==> src/rtl/macros.sv <==
// rtl/macros.sv - shared preprocessor constants for the dispatch slice
`ifndef BITS_OF_ROB_TAG
`define BITS_OF_ROB_TAG 3
`endif

==> src/rtl/lc3b_types.sv <==
// rtl/lc3b_types.sv - opcode, queue entry and functional-unit class types
package lc3b_types;

    localparam int NUM_RS_DEFAULT   = 4;
    localparam int RS_DEPTH_DEFAULT = 4;

    typedef logic [3:0] lc3b_opcode;

    localparam lc3b_opcode OP_BR   = 4'b0000;
    localparam lc3b_opcode OP_ADD  = 4'b0001;
    localparam lc3b_opcode OP_LDB  = 4'b0010;
    localparam lc3b_opcode OP_STB  = 4'b0011;
    localparam lc3b_opcode OP_JSR  = 4'b0100;
    localparam lc3b_opcode OP_AND  = 4'b0101;
    localparam lc3b_opcode OP_LDW  = 4'b0110;
    localparam lc3b_opcode OP_STW  = 4'b0111;
    localparam lc3b_opcode OP_RTI  = 4'b1000;
    localparam lc3b_opcode OP_NOT  = 4'b1001;
    localparam lc3b_opcode OP_LDI  = 4'b1010;
    localparam lc3b_opcode OP_STI  = 4'b1011;
    localparam lc3b_opcode OP_JMP  = 4'b1100;
    localparam lc3b_opcode OP_SHF  = 4'b1101;
    localparam lc3b_opcode OP_LEA  = 4'b1110;
    localparam lc3b_opcode OP_TRAP = 4'b1111;

    typedef struct packed {
        lc3b_opcode  opcode;
        logic [11:0] operand;
        logic [15:0] pc;
    } lc3b_iqueue_entry;

    typedef enum logic [$clog2(NUM_RS_DEFAULT)-1:0] {
        ALU  = 2'd0,
        MEM  = 2'd1,
        BR   = 2'd2,
        MISC = 2'd3
    } lc3b_fu_class;

    // Each opcode maps to the reservation station that executes it; RTI is the odd one out.
    function automatic lc3b_fu_class fu_class_of(input lc3b_opcode op);
        case (op)
            OP_ADD, OP_AND, OP_NOT, OP_SHF, OP_LEA:         return ALU;
            OP_LDB, OP_LDW, OP_LDI, OP_STB, OP_STW, OP_STI: return MEM;
            OP_BR, OP_JMP, OP_JSR, OP_TRAP:                 return BR;
            default:                                        return MISC;
        endcase
    endfunction

endpackage

==> src/rtl/rs_credit_counter.sv <==
// rtl/rs_credit_counter.sv - free-slot credit tracker for one reservation station
module rs_credit_counter #(
    parameter int DEPTH = 4,
    localparam int CW   = $clog2(DEPTH + 1)
) (
    input  logic          clk,
    input  logic          rst,
    input  logic          flush,
    input  logic          inc,
    input  logic          dec,
    output logic [CW-1:0] credit,
    output logic          nonzero,
    output logic          err
);

    localparam logic [CW-1:0] FULL = CW'(DEPTH);

    logic [CW-1:0] credit_q, credit_d;

    // Next credit: flush refills and drops returns; a simultaneous return and take cancel out.
    always_comb begin
        credit_d = credit_q;
        err      = 1'b0;
        if (flush) begin
            credit_d = FULL;
        end else if (inc && !dec) begin
            if (credit_q == FULL) begin
                err = 1'b1;
            end else begin
                credit_d = credit_q + CW'(1);
            end
        end else if (dec && !inc) begin
            credit_d = credit_q - CW'(1);
        end
    end

    // Credit register, full on reset.
    always_ff @(posedge clk or posedge rst) begin
        if (rst) begin
            credit_q <= FULL;
        end else begin
            credit_q <= credit_d;
        end
    end

    assign credit  = credit_q;
    assign nonzero = (credit_q != '0);

endmodule

==> src/rtl/dispatch_scheduler.sv <==
// rtl/dispatch_scheduler.sv - pops the instruction queue head into one reservation station per cycle
`ifndef BITS_OF_ROB_TAG
`define BITS_OF_ROB_TAG 3
`endif

module dispatch_scheduler
    import lc3b_types::*;
#(
    parameter int NUM_RS   = NUM_RS_DEFAULT,
    parameter int RS_DEPTH = RS_DEPTH_DEFAULT,
    parameter int TAG_BITS = `BITS_OF_ROB_TAG
) (
    input  logic                  clk,
    input  logic                  rst,
    input  logic                  flush,
    input  lc3b_iqueue_entry      iq_data,
    input  logic                  iq_valid,
    output logic                  iq_stalled,
    input  logic                  rob_full,
    input  logic [NUM_RS-1:0]     rs_credit_ret,
    output logic [NUM_RS-1:0]     rs_load,
    output lc3b_iqueue_entry      rs_data,
    output logic [TAG_BITS-1:0]   rs_tag,
    output logic                  credit_err
);

    localparam int CREDIT_W = $clog2(RS_DEPTH + 1);

    lc3b_fu_class        cls;
    logic                go;
    logic [NUM_RS-1:0]   nonzero_vec;
    logic [NUM_RS-1:0]   dec_vec;
    logic [NUM_RS-1:0]   err_vec;
    logic [CREDIT_W-1:0] credit_vec [NUM_RS];

    logic [NUM_RS-1:0]   rs_load_q, rs_load_d;
    lc3b_iqueue_entry    rs_data_q, rs_data_d;
    logic [TAG_BITS-1:0] rs_tag_q, rs_tag_d;
    logic [TAG_BITS-1:0] tag_q, tag_d;
    logic                credit_err_q, credit_err_d;

    assign cls        = fu_class_of(iq_data.opcode);
    assign go         = !rst && iq_valid && !rob_full && !flush && nonzero_vec[cls];
    assign iq_stalled = !go;

    for (genvar i = 0; i < NUM_RS; i++) begin : g_rs
        assign dec_vec[i] = go && (cls == lc3b_fu_class'(i));

        rs_credit_counter #(
            .DEPTH   (RS_DEPTH)
        ) u_credit (
            .clk     (clk),
            .rst     (rst),
            .flush   (flush),
            .inc     (rs_credit_ret[i]),
            .dec     (dec_vec[i]),
            .credit  (credit_vec[i]),
            .nonzero (nonzero_vec[i]),
            .err     (err_vec[i])
        );

        a_credit_bound: assert property (@(posedge clk) disable iff (rst)
            credit_vec[i] <= CREDIT_W'(RS_DEPTH));
    end

    // Dispatch slot and tag allocation: load one RS on go, flush rewinds the tag counter.
    always_comb begin
        rs_load_d    = '0;
        rs_data_d    = rs_data_q;
        rs_tag_d     = rs_tag_q;
        tag_d        = tag_q;
        credit_err_d = credit_err_q | (|err_vec);
        if (flush) begin
            tag_d = '0;
        end else if (go) begin
            rs_load_d = NUM_RS'(1) << cls;
            rs_data_d = iq_data;
            rs_tag_d  = tag_q;
            tag_d     = tag_q + TAG_BITS'(1);
        end
    end

    // Dispatch state registers; credit_err is cleared only by reset.
    always_ff @(posedge clk or posedge rst) begin
        if (rst) begin
            rs_load_q    <= '0;
            rs_data_q    <= '0;
            rs_tag_q     <= '0;
            tag_q        <= '0;
            credit_err_q <= 1'b0;
        end else begin
            rs_load_q    <= rs_load_d;
            rs_data_q    <= rs_data_d;
            rs_tag_q     <= rs_tag_d;
            tag_q        <= tag_d;
            credit_err_q <= credit_err_d;
        end
    end

    assign rs_load    = rs_load_q;
    assign rs_data    = rs_data_q;
    assign rs_tag     = rs_tag_q;
    assign credit_err = credit_err_q;

endmodule

==> config.mk <==
export PLATFORM = sky130hd
export DESIGN_NAME = dispatch_scheduler
export DESIGN_NICKNAME = d
export VERILOG_FILES = /design/src/rtl/macros.sv /design/src/rtl/lc3b_types.sv /design/src/rtl/rs_credit_counter.sv /design/src/rtl/dispatch_scheduler.sv
export SDC_FILE = /design/constraint.sdc
export NUM_CORES = 1
export LEC_CHECK = 0
export ABC_AREA = 1
export BUFFER_PORTS_ARGS = -buffer_cell sky130_fd_sc_hd__buf_2
export CORE_MARGIN = 2
export CORE_UTILIZATION = 50
export DETAILED_ROUTE_END_ITERATION = 8
export GPL_ROUTABILITY_DRIVEN = 0
export PLACE_DENSITY = 0.75
export SYNTH_ARGS = -nofsm -noshare
export SYNTH_HDL_FRONTEND = slang
export SYNTH_HIERARCHICAL = 1
export SYNTH_SLANG_ARGS = --single-unit
==> constraint.sdc <==
create_clock -name clk -period 3.78 [get_ports clk]
set_input_delay 1.134 -clock clk [delete_from_list [all_inputs] [get_ports clk]]
set_output_delay 1.134 -clock clk [all_outputs]
set_load 0.01 [all_outputs]
==> run metrics <==
status=completed; largest family of logic cells by synthesized area=simple AND/OR/NAND/NOR gates; Slew @ Worst Pin=0.773 ns; met3 Use GR=3.43%; endpoints failing setup=0; Mapped Nets=468; final wirelength=7180 um; clock transition at the registers of the reported paths=0.10 ns; nets=550; DPL Wire Length=5430 um; critical path endpoint category=output port; I/O Pins=82; DR vias=2844; Most Used Layer, Global Route=met2; minimum clock period after layout=3.56 ns; register area share after synthesis=40.4%; Design Power=1.88 mW; DRC violations left=0; chip height=86.7 um; Synth cell types=26; latest clock arrival within the worst-skew pair=0.31 ns; Mapped Area=0.00342 mm2; MaxCap Viol Count=0; PostCTS Resize Cnt=0; post-synthesis mux area share=0%; Yosys warnings=6; Static Leak=2.29 nW; crit path kind=primary input to output port; xor/xnor share of the synthesized area=0.256%; Initial Utilization=50.9%; Max VDD drop=0.218 mV; Worst EP arrival=2.43 ns; deepest clock path buffer count=2; hold crit path type=register to register; Rows=30; Top FF cell, synth=dfrtp_1; f_max=281 MHz; most frequent cell after synthesis=nand2_1; Die X=86.7 um; most instantiated cells after synthesis=nand2_1 (132), nand3_1 (61), dfrtp_1 (51); CP max FO=19; complex-gate fraction of the synthesized area=1.87%; Synth top area share=37.3%; fillers=625; Final Cycle Share=94.2%; met1 usage=26.4%; # clock sinks=55; GRT Total Usage=20.0%; Num CTS Buffers=5; unrepaired setup endpoints after global routing=false; postcts setup bufs=0; H-tree levels=2; grt total ovfl=0; Avg Vias per Cell=4.88; wire length per cell=12.3 um; max-slew violations=0; synthesized area per cell=8.14 um2; flops & latches, synth=55; cells after synthesis=420; hold_buf cts=0; Final Hold Violating Endpoints=0; initial antenna violation count=0; Core ar.=0.00672 mm2; post-route ant nets=0; Yosys top cell by area=dfrtp_1; diode count=0; Synth Area in Simple Gates=45.1%; most area-consuming cells after synthesis=dfrtp_1 (37%), nand2_1 (14%), nand2_4 (12%); Synth Area in Adders=2.56%; pwr/cell area=477 mW/mm2; DR iter-0 viols=125; layout cell share with drive strength beyond 1=34.2%; root buffer cell=clkbuf_8; CTS tree=yes; setup_tns=0 ns; vias in the first global route=2646; DRT Pass-1 Iters=4; Worst Setup Start Kind=primary input; P&R area growth vs syn=15.5%; PortBufs=81; relative slew slack=48.5%; GRT met2 Usage=33.5%; clock skew=0.00924 ns; Post-synth EDFFs=0; Die Area=0.00752 mm2; Reg2Reg Setup Slack=1.38 ns; first-pass GRT wire length=12000 um; Worst Path Required=2.65 ns; asr flop ratio synth=100%; largest net degree at the start of global routing=44
[state kept, by name, summed over array words and instances, names as in the netlist]
| register | count |
|---|---|
| credit_err | 1 |
| g_rs.u_credit/credit | 12 |
| rs_data | 32 |
| rs_load | 4 |
| rs_tag | 3 |
| tag_q | 3 |
[report_power, final]
part | switching [mW] | internal (mW)
Sequential | 0.137 | 0.726
Combinational | 0.383 | 0.291
Clock | 0.197 | 0.150
Total | 0.716 | 1.17
[worst max-delay path, stage by stage]
cell     delay (ns)
buf_2          0.10
inv_1          0.07
ha_1           0.24
inv_1          0.12
nand2_1        0.08
o21ai_2        0.08
inv_1          0.08
nand2_2        0.09
nand2_4        0.07
nand2_8        0.18
buf_2          0.17
[layout by cell type (no fill, tap or decap), types with 5 or more instances in the layout]
| cell type | synthesis | routed |
|---|---|---|
| nand2_1 | 132 | 132 |
| inv_1 | 47 | 47 |
| nor2_1 | 17 | 17 |
| ha_1 | 7 | 7 |
| clkbuf_8 | 0 | 6 |
| dfrtp_1 | 51 | 51 |
| nand2_2 | 12 | 12 |
| inv_2 | 6 | 6 |
| o21ai_2 | 5 | 5 |
| nand2_4 | 36 | 36 |
| nand3_1 | 61 | 61 |
| buf_2 | 3 | 81 |
| nor3_1 | 5 | 5 |
| buf_4 | 0 | 5 |
| nand4_1 | 6 | 6 |
[path summary, 6_finish.rpt]
kind,start,depth (start not counted),to
setup / recovery,iq_data[28],11,iq_stalled
hold / removal,rs_data[8],2,rs_data[8]
setup reg to reg,g_rs[3].u_credit/credit[2],18,g_rs[1].u_credit/credit[1]
hold reg to reg,rs_data[8],2,rs_data[8]
max in group asynchronous,rst,3,rs_load[0]
min in group asynchronous,rst,2,g_rs[0].u_credit/credit[1]
[metal layers]
metal  wire length (um)  up-vias
li1                   -     1474
met1               3240     1287
met2               3410       71
met3                361       12
met4                164        0
met5                  0        -
[layout make-up]
cell class              count  area (um2)  share of cell area [%]
multi-input cells         297        1700                    43.1
flip-flops and latches     55        1380                    35.0
repair buffers             86         443                    11.2
inverters                  57         224                    5.67
well taps                  80         100                    2.53
clock buffers               6        82.6                    2.09
clock inverters             2        16.3                   0.412
[kinds of logic after synthesis]
logic type | count (synthesis)
fa+ha+maj | 7
buf+inv | 68
xor+xnor | 1
compound gates | 9
simple gates | 280
flops | 55
[per-stage QoR]
stage               cells  worst slack [ns]  hold slack (ns)  instance area [um2]  util (%)
finish                583             0.220            0.483                 3950      58.8
global route          583             0.140            0.519                 3950      58.8
CTS                   583             0.212            0.487                 3950      58.8
detailed placement    575             0.206            0.462                 3850      57.3
global placement      575             0.263            0.451                 3850      57.3
floorplan             420             0.184            0.497                 3420         -
(Power assumes the default switching activity.)
